--- src/rtl/pipeline_sequencer_pkg.sv ---
// Shared encodings for the pipeline sequencer: stage numbers, one-hot enable
// indices, FSM state codes and the width of the warmup/stall counters.
package pipeline_sequencer_pkg;

    localparam logic [1:0] STAGE_IF = 2'd0;
    localparam logic [1:0] STAGE_ID = 2'd1;
    localparam logic [1:0] STAGE_EX = 2'd2;
    localparam logic [1:0] STAGE_WB = 2'd3;

    localparam int ONEHOT_IF = 0;
    localparam int ONEHOT_ID = 1;
    localparam int ONEHOT_EX = 2;
    localparam int ONEHOT_WB = 3;

    localparam int CNT_WIDTH = 16;

    typedef enum logic [2:0] {
        SEQ_WARMUP    = 3'd0,
        SEQ_RUN       = 3'd1,
        SEQ_STALL     = 3'd2,
        SEQ_STEP_WAIT = 3'd3,
        SEQ_HALT      = 3'd4
    } seq_state_t;

endpackage

--- src/rtl/pipeline_sequencer_cycle_counter.sv ---
// Up-counter with synchronous clear/increment and a fixed terminal compare.
// clear together with incr loads 1, which is how a fresh stall is counted.
module pipeline_sequencer_cycle_counter #(
    parameter int               WIDTH    = 16,
    parameter logic [WIDTH-1:0] TERMINAL = '0
) (
    input  logic clk,
    input  logic rst_n,
    input  logic clear,
    input  logic incr,
    output logic at_terminal
);

    logic [WIDTH-1:0] count;

    always_ff @(posedge clk or negedge rst_n) begin
        if (!rst_n) begin
            count <= '0;
        end else if (clear || incr) begin
            count <= (clear ? '0 : count) + {{(WIDTH-1){1'b0}}, incr};
        end
    end

    assign at_terminal = (count == TERMINAL);

endmodule

--- src/rtl/pipeline_sequencer.sv ---
// Pipeline sequencer: issues one-hot per-stage enables and handles warmup,
// RAM stalls with timeout, sticky error halt and single-step debug.
module pipeline_sequencer
    import pipeline_sequencer_pkg::*;
#(
    parameter int INITIAL_DELAY = 0,
    parameter int STALL_TIMEOUT = 255
) (
    input  logic        clk,
    input  logic        rst_n,
    input  logic        mem_stall_req,
    input  logic        error_in,
    input  logic        step_mode,
    input  logic        step_req,
    output logic        stage_if_en,
    output logic        stage_id_en,
    output logic        stage_ex_en,
    output logic        stage_wb_en,
    output logic [1:0]  current_stage,
    output logic        halted,
    output logic        stall_timeout_error,
    output logic [31:0] retired_count
);

    seq_state_t state;
    seq_state_t next_state;

    logic [3:0] en_onehot;
    logic       run_ok;
    logic       warm_incr;
    logic       warm_done;
    logic       stall_clear;
    logic       stall_incr;
    logic       stall_done;
    logic       timeout_set;

    pipeline_sequencer_cycle_counter #(
        .WIDTH    (CNT_WIDTH),
        .TERMINAL (CNT_WIDTH'(INITIAL_DELAY))
    ) u_warm_cnt (
        .clk         (clk),
        .rst_n       (rst_n),
        .clear       (1'b0),
        .incr        (warm_incr),
        .at_terminal (warm_done)
    );

    pipeline_sequencer_cycle_counter #(
        .WIDTH    (CNT_WIDTH),
        .TERMINAL (CNT_WIDTH'(STALL_TIMEOUT))
    ) u_stall_cnt (
        .clk         (clk),
        .rst_n       (rst_n),
        .clear       (stall_clear),
        .incr        (stall_incr),
        .at_terminal (stall_done)
    );

    assign run_ok      = (state == SEQ_RUN) && !mem_stall_req && !error_in;
    assign en_onehot   = run_ok ? (4'b0001 << current_stage) : 4'b0000;
    assign stage_if_en = en_onehot[ONEHOT_IF];
    assign stage_id_en = en_onehot[ONEHOT_ID];
    assign stage_ex_en = en_onehot[ONEHOT_EX];
    assign stage_wb_en = en_onehot[ONEHOT_WB];
    assign halted      = (state == SEQ_HALT);

    always_comb begin
        next_state  = state;
        warm_incr   = 1'b0;
        stall_clear = 1'b0;
        stall_incr  = 1'b0;
        timeout_set = 1'b0;
        case (state)
            SEQ_WARMUP: begin
                if (warm_done) next_state = SEQ_RUN;
                else           warm_incr  = 1'b1;
            end
            SEQ_RUN: begin
                if (error_in) begin
                    next_state = SEQ_HALT;
                end else if (mem_stall_req) begin
                    next_state  = SEQ_STALL;
                    stall_clear = 1'b1;
                    stall_incr  = 1'b1;
                end else if (stage_wb_en && step_mode) begin
                    next_state = SEQ_STEP_WAIT;
                end
            end
            SEQ_STALL: begin
                // Release is checked before timeout so a stall of exactly
                // STALL_TIMEOUT cycles still resumes.
                if (error_in) begin
                    next_state = SEQ_HALT;
                end else if (!mem_stall_req) begin
                    next_state = SEQ_RUN;
                end else if (stall_done) begin
                    next_state  = SEQ_HALT;
                    timeout_set = 1'b1;
                end else begin
                    stall_incr = 1'b1;
                end
            end
            SEQ_STEP_WAIT: begin
                if (error_in)                    next_state = SEQ_HALT;
                else if (step_req || !step_mode) next_state = SEQ_RUN;
            end
            SEQ_HALT: next_state = SEQ_HALT;
            default:  next_state = SEQ_HALT;
        endcase
    end

    always_ff @(posedge clk or negedge rst_n) begin
        if (!rst_n) begin
            state               <= SEQ_WARMUP;
            current_stage       <= STAGE_IF;
            retired_count       <= '0;
            stall_timeout_error <= 1'b0;
        end else begin
            state <= next_state;
            if (run_ok) begin
                current_stage <= current_stage + 2'd1;
            end
            if (stage_wb_en) begin
                retired_count <= retired_count + 32'd1;
            end
            if (timeout_set) begin
                stall_timeout_error <= 1'b1;
            end
        end
    end

endmodule

--- config.mk ---
export PLATFORM = sky130hd
export DESIGN_NAME = pipeline_sequencer
export DESIGN_NICKNAME = d
export VERILOG_FILES = /design/src/rtl/pipeline_sequencer_pkg.sv /design/src/rtl/pipeline_sequencer_cycle_counter.sv /design/src/rtl/pipeline_sequencer.sv
export SDC_FILE = /design/constraint.sdc
export NUM_CORES = 1
export LEC_CHECK = 0
export ABC_AREA = 1
export CORE_UTILIZATION = 33
export DETAILED_ROUTE_END_ITERATION = 8
export DONT_BUFFER_PORTS = 1
export HOLD_SLACK_MARGIN = 0.15
export PLACE_DENSITY = 0.52
export SYNTH_ARGS = -nofsm -noshare
export SYNTH_HDL_FRONTEND = slang
export SYNTH_SLANG_ARGS = --single-unit
--- constraint.sdc ---
create_clock -name clk -period 4.5 [get_ports clk]
set_input_delay 0.9 -clock clk [delete_from_list [all_inputs] [get_ports clk]]
set_output_delay 0.9 -clock clk [all_outputs]
set_load 0.005 [all_outputs]
After elaboration in Yosys (flattened, before gate mapping)
Index checks and enable logic that the tools add are counted.
{"block": "totals", "ff_bits": 70, "input_bits": 6, "out_inout_bits": 40, "wordCells": 56}
{"block": "classes", "add_sub_neg": 4, "n_eq_ne": 9, "n_shift": 1, "n_mux": 25, "n_reduce_logical": 11}
{"op": "$add A16 B1 Y16", "count": 2}
{"op": "$add A32 B1 Y32 const B", "count": 1}
{"op": "$mux W3", "count": 9}
{"op": "$eq A16 B8 Y1 const B", "count": 1}
{"op": "$logic_not A16 Y1", "count": 1}
{"op": "$mux W16", "count": 1}
{"op": "$mux W1", "count": 12}
{"op": "$pmux W3 S4", "count": 1}
{"op": "$eq A3 B2 Y1 const B", "count": 2}
{"op": "$mux W4", "count": 1}
{"op": "$ne A4 B3 Y1 const B", "count": 1}
{"op": "$ne A4 B4 Y1 const B", "count": 1}
{"op": "$reduce_and A4 Y1", "count": 1}
{"op": "$shl A1 B2 Y4 const A", "count": 1}
{"op": "$eq A3 B1 Y1 const B", "count": 1}
{"op": "$eq A3 B3 Y1 const B", "count": 1}
{"op": "$logic_and A1 B1 Y1", "count": 3}
{"op": "$logic_not A1 Y1", "count": 3}
{"op": "$logic_not A3 Y1", "count": 1}
{"op": "$ne A3 B3 Y1 const B", "count": 1}
{"op": "$add A2 B1 Y2 const B", "count": 1}
{"op": "$logic_or A1 B1 Y1", "count": 2}
{"op": "$ne A2 B1 Y1 const B", "count": 1}
{"op": "$pmux W1 S2", "count": 1}

Depth between registers and ports, before layout
{"block": "depth", "word_depth": 9, "mapped_depth": 16, "ltp_nobuf": 16}

By module
From an unflattened synthesis, not the netlist that was laid out.
{"block": "unflattened", "hier_cells": 584, "area_unflattened_um2": 4321.6}
{"mod": "pipeline_sequencer", "instances": 1, "cells_each": 290, "area_per_inst_um2": 2245.9, "seq_area_each_um2": 950.9}
{"mod": "pipeline_sequencer_cycle_counter at u_stall_cnt", "instances": 1, "cells_each": 146, "area_per_inst_um2": 1049.8, "seq_area_each_um2": 400.4}
{"mod": "pipeline_sequencer_cycle_counter at u_warm_cnt", "instances": 1, "cells_each": 148, "area_per_inst_um2": 1026.0, "seq_area_each_um2": 400.4}

Worst setup path before layout
No wires, ideal clock.
{"block": "synth_timing", "path_type": "in2reg", "start": "in mem_stall_req", "end": "reg u_stall_cnt.count[10]", "setup_time_ns": 0.118, "arrival_time_ns": 2.655, "required_ns": 4.382, "setup_slack_ns": 1.727, "stages": 15, "path_cell_list": "inv_1 > nor2_1 > nand3_2 > buf_6 > buf_2 > inv_1 > nor2_1 > ha_1 > ha_1 > and3_1 > nand3_1 > nor2_1 > nand3_1 > xnor2_1 > inv_1"}
{"block": "synth_via", "elab_chain_len": 5, "elab_cells_between_ends": 9, "cone_classes": "1 x add/sub; 7 x mux; 1 x reduce/logical"}
{"item": "from (decl)", "line_no": "pipeline_sequencer.sv:11", "source": "input logic mem_stall_req,"}
{"item": "$mux W1", "line_no": "pipeline_sequencer.sv:81", "source": "end else if (mem_stall_req) begin"}
{"item": "$mux W1", "line_no": "pipeline_sequencer.sv:79", "source": "if (error_in) begin"}
{"item": "$mux W1", "line_no": "pipeline_sequencer.sv:73", "source": "case (state)"}
{"item": "$mux W16", "line_no": "pipeline_sequencer_cycle_counter.sv:20", "source": "count <= (clear ? '0 : count) + {{(WIDTH-1){1'b0}}, incr};"}
{"item": "$add A16 B1 Y16", "line_no": "pipeline_sequencer_cycle_counter.sv:20"}
{"item": "to (signal assigned)", "line_no": "pipeline_sequencer_cycle_counter.sv:20"}
{"item": "to (decl)", "line_no": "pipeline_sequencer_cycle_counter.sv:14", "source": "logic [WIDTH-1:0] count;"}
Several ways; a longest one is shown, not always the timed one.
A chain may end at the register's enable or synchronous reset.

Worst setup path in the final report
Ends and elaborated chain as after synthesis.

==> flow_summary_export.csv <==
group,metric,value,unit
run_status,status,"complete, but fails checks",
run_status,violations,"DRC",
timing,period_share,64.3,%
yosys,async_flop_share,100,%
detailed_routing,drc,4,
clock_network,cts_made_buffers,9,
floorplanning,fp.dieW,112,µm
grt,grt_max_degree,71,
clock_network,hold_buffers,0,
floorplanning,core-area,11600,µm²
timing,rsz0062_at_grt,"false",
layout,fin_nets,508,
yosys,synth_edf_count,0,
power_and_ir_drop,power,1.35,mW
layout,finalInstanceArea,4440,µm²
grt,first_global_vias,3025,
detailed_routing,avgRoutedWirePerCell,13.3,µm
placement,dp_hpwl,6290,µm
clock_network,cts_resized,0,
worst_setup_path,critPathCaptureType,"flop",
yosys,synthCells,485,
grt,grt.overflow.total,0,
worst_setup_path,crit_required,4.72,ns
timing,setup_ws,1.61,ns
yosys,yosysWarnings,0,
power_and_ir_drop,power_leakage,2.07,nW
floorplanning,ios,46,
worst_setup_path,path_buf_inv,2,
clock_network,clock_latency,0.33,ns
grt,grt_first_pass_wirelength,14900,µm
floorplanning,initial_core_util,34.3,%
grt,grt_util_all_layers,14.9,%
timing,tightest_slew,0.667,ns
worst_setup_path,worstPathArrival,3.11,ns
clock_network,cts_tree,"yes",
timing,fin_skew,0.00828,ns
placement,place_area,4140,µm²
worst_setup_path,crit_type,"primary input to flop",
timing,slew_violations,0,
yosys,synth_cell_types,33,
clock_network,cts_setup_buffers,0,
clock_network,htreeDepth,3,
timing,finalHoldViolations,0,
timing,relSlewSlack,55.1,%
worst_setup_path,cp_cell_sequence,"inv_1, nor2_1, nand3_2, nand2_2, ha_1, ha_1, and3_1, nand3_1, nor2_1, nand3_1, xnor2_1, inv_1",
placement,dp_slack,1.32,ns
worst_setup_path,worstSetupStartpointType,"primary input",
power_and_ir_drop,vdd_drop_max,0.189,mV
yosys,ys_seq_area_share,43.9,%
floorplanning,die_h,112,µm
run,maxCapViolCount,0,
timing,clock.fmax,345,MHz
yosys,avgSynthCellArea,8.22,µm²
worst_setup_path,cp_max_fo,26,
worst_hold_path,hp-class,"primary input to async pin",
yosys,syn_nets,501,
grt,antenna_found_initial,0,
detailed_routing,initialDrtViolationCount,116,
worst_setup_path,critical-path-slowest-cell,"nand3_2",
clock_network,cts_sinks,70,
yosys,synth_area,3990,µm²
timing,setup_tns,0,ns
clock_network,ctsLongestPathBuffers,2,
layout,n_antenna_cell,0,
power_and_ir_drop,power_density,304,nW/µm²
detailed_routing,viasPerCell,4.76,
floorplanning,rows,39,
yosys,synth_seq_cells,70,
floorplanning,die_area,12500,µm²
clock_network,clk_pin_slew,0.06,ns
timing,setup_viol,0,
worst_setup_path,cpPeakStageDelay,0.39,ns
yosys,synthFlopType,"dfrtp_1",
clock_network,cts_root_buf,"clkbuf_16",
layout,drive_above_1_share,7.85,%
detailed_routing,routed_wl,8530,µm
placement,place.gp.congestion,0.820,
worst_setup_path,cpLargestDelayFamily,"simple AND/OR/NAND/NOR gates",
detailed_routing,dr_total_vias,3048,
worst_setup_path,crit_cells,12,
timing,fin_crit,2.89,ns
detailed_routing,first_pass_iters,6,
detailed_routing,detail-route-antenna-nets,0,
worst_setup_path,reg2reg_depth,11,
placement,io_buffer_count,0,
layout,syn2layout_area_growth,11.4,%
==> layer usage <==
metal,GRT usage [%],routed length [µm]
met1,19.7,4090
met2,23.6,3980
met3,4.30,371
met4,4.80,87
met5,0,0
==> placed cells by master (no fill, tap or decap), types with 2 or more instances in the layout <==
master / count
inv_1: 57
nand2_4: 2
nand3_1: 34
nor4_1: 2
o21ai_0: 15
nor2_8: 2
nand2_2: 5
nor2_1: 74
nand3_2: 2
nor3_1: 9
inv_2: 2
dfrtp_1: 70
xnor2_1: 21
clkinvlp_4: 2
nand2_1: 105
nor2_4: 5
clkbuf_16: 9
ha_1: 10
nand4_1: 17
and3_1: 2
xor2_1: 35
==> worst register-to-register path: stages, from the launching register on <==
cell and delay, ns:
dfrtp_1 0.41, inv_1 0.21, nand3_2 0.43, nand2_2 0.38, ha_1 0.19, ha_1 0.16
and3_1 0.18, nand3_1 0.12, nor2_1 0.26, nand3_1 0.17, xnor2_1 0.17, inv_1 0.05
==> metrics by stage <==
stage	cells	hold WS [ns]	utilization [%]
finish	640	0.260	38.3
global route	640	0.243	38.3
CTS	640	0.244	38.3
detailed placement	624	0.484	35.7
global placement	624	0.469	35.7
floorplan	485	0.453	-
==> cell families (layout without fill, tap and decap cells) <==
family,Yosys count,in the layout,share of synthesized area [%]
compound gates,20,20,2.76
xor+xnor,56,56,12.3
fa+ha+maj,10,10,3.14
buf+inv,63,75,6.21
flops,70,70,43.9
mux,1,1,0.251
simple gates,265,265,31.4
==> registers in the layout (all words and copies together) (netlist names) <==
name	flops
u_stall_cnt.count	16
u_warm_cnt.count	16
current_stage	2
stall_timeout_error	1
retired_count	32
state	3
==> power by group <==
group	total, mW	internal (mW)	switching, mW
Combinational	0.00591	0.00185	0.00405
Sequential	0.631	0.630	0.000640
Clock	0.714	0.444	0.270
Total	1.35	1.08	0.274
==> Yosys cell counts (2+ instances only) <==
cell type	instances	area share, %
xnor2_1	21	4.6
nor2_4	5	1.4
nand2_2	5	0.78
xor2_1	35	7.7
nand2_1	105	9.9
nor3_1	9	1.1
inv_1	57	5.4
nand4_1	17	2.7
inv_2	2	0.19
o21ai_0	15	1.9
nand3_2	2	0.50
and3_1	2	0.31
nand3_1	34	4.3
nor2_1	74	7.0
nand2_4	2	0.56
dfrtp_1	70	44
nor4_1	2	0.31
nor2_8	2	1.0
buf_2	3	0.38
ha_1	10	3.1
==> path summary, 6_finish.rpt <==
check / from / end / slack (ns)
worst min register to register: u_warm_cnt.count[15] / u_warm_cnt.count[15] / 0.50
worst min-delay path: rst_n / current_stage[0] / 0.26
min in group clk: u_warm_cnt.count[15] / u_warm_cnt.count[15] / 0.50
worst max register to register: state[1] / u_stall_cnt.count[10] / 1.66
max in group asynchronous: rst_n / retired_count[2] / 4.10
worst max-delay path: mem_stall_req / u_stall_cnt.count[10] / 1.61
==> cell type report <==
cell class	instances	area (µm²)
clock buffers	11	243
clock inverters	5	58.8
fillers	1203	7170
inverters	59	221
multi-input cells	352	1990
flip-flops and latches	70	1750
well taps	143	179
(Power assumes the default switching activity.)
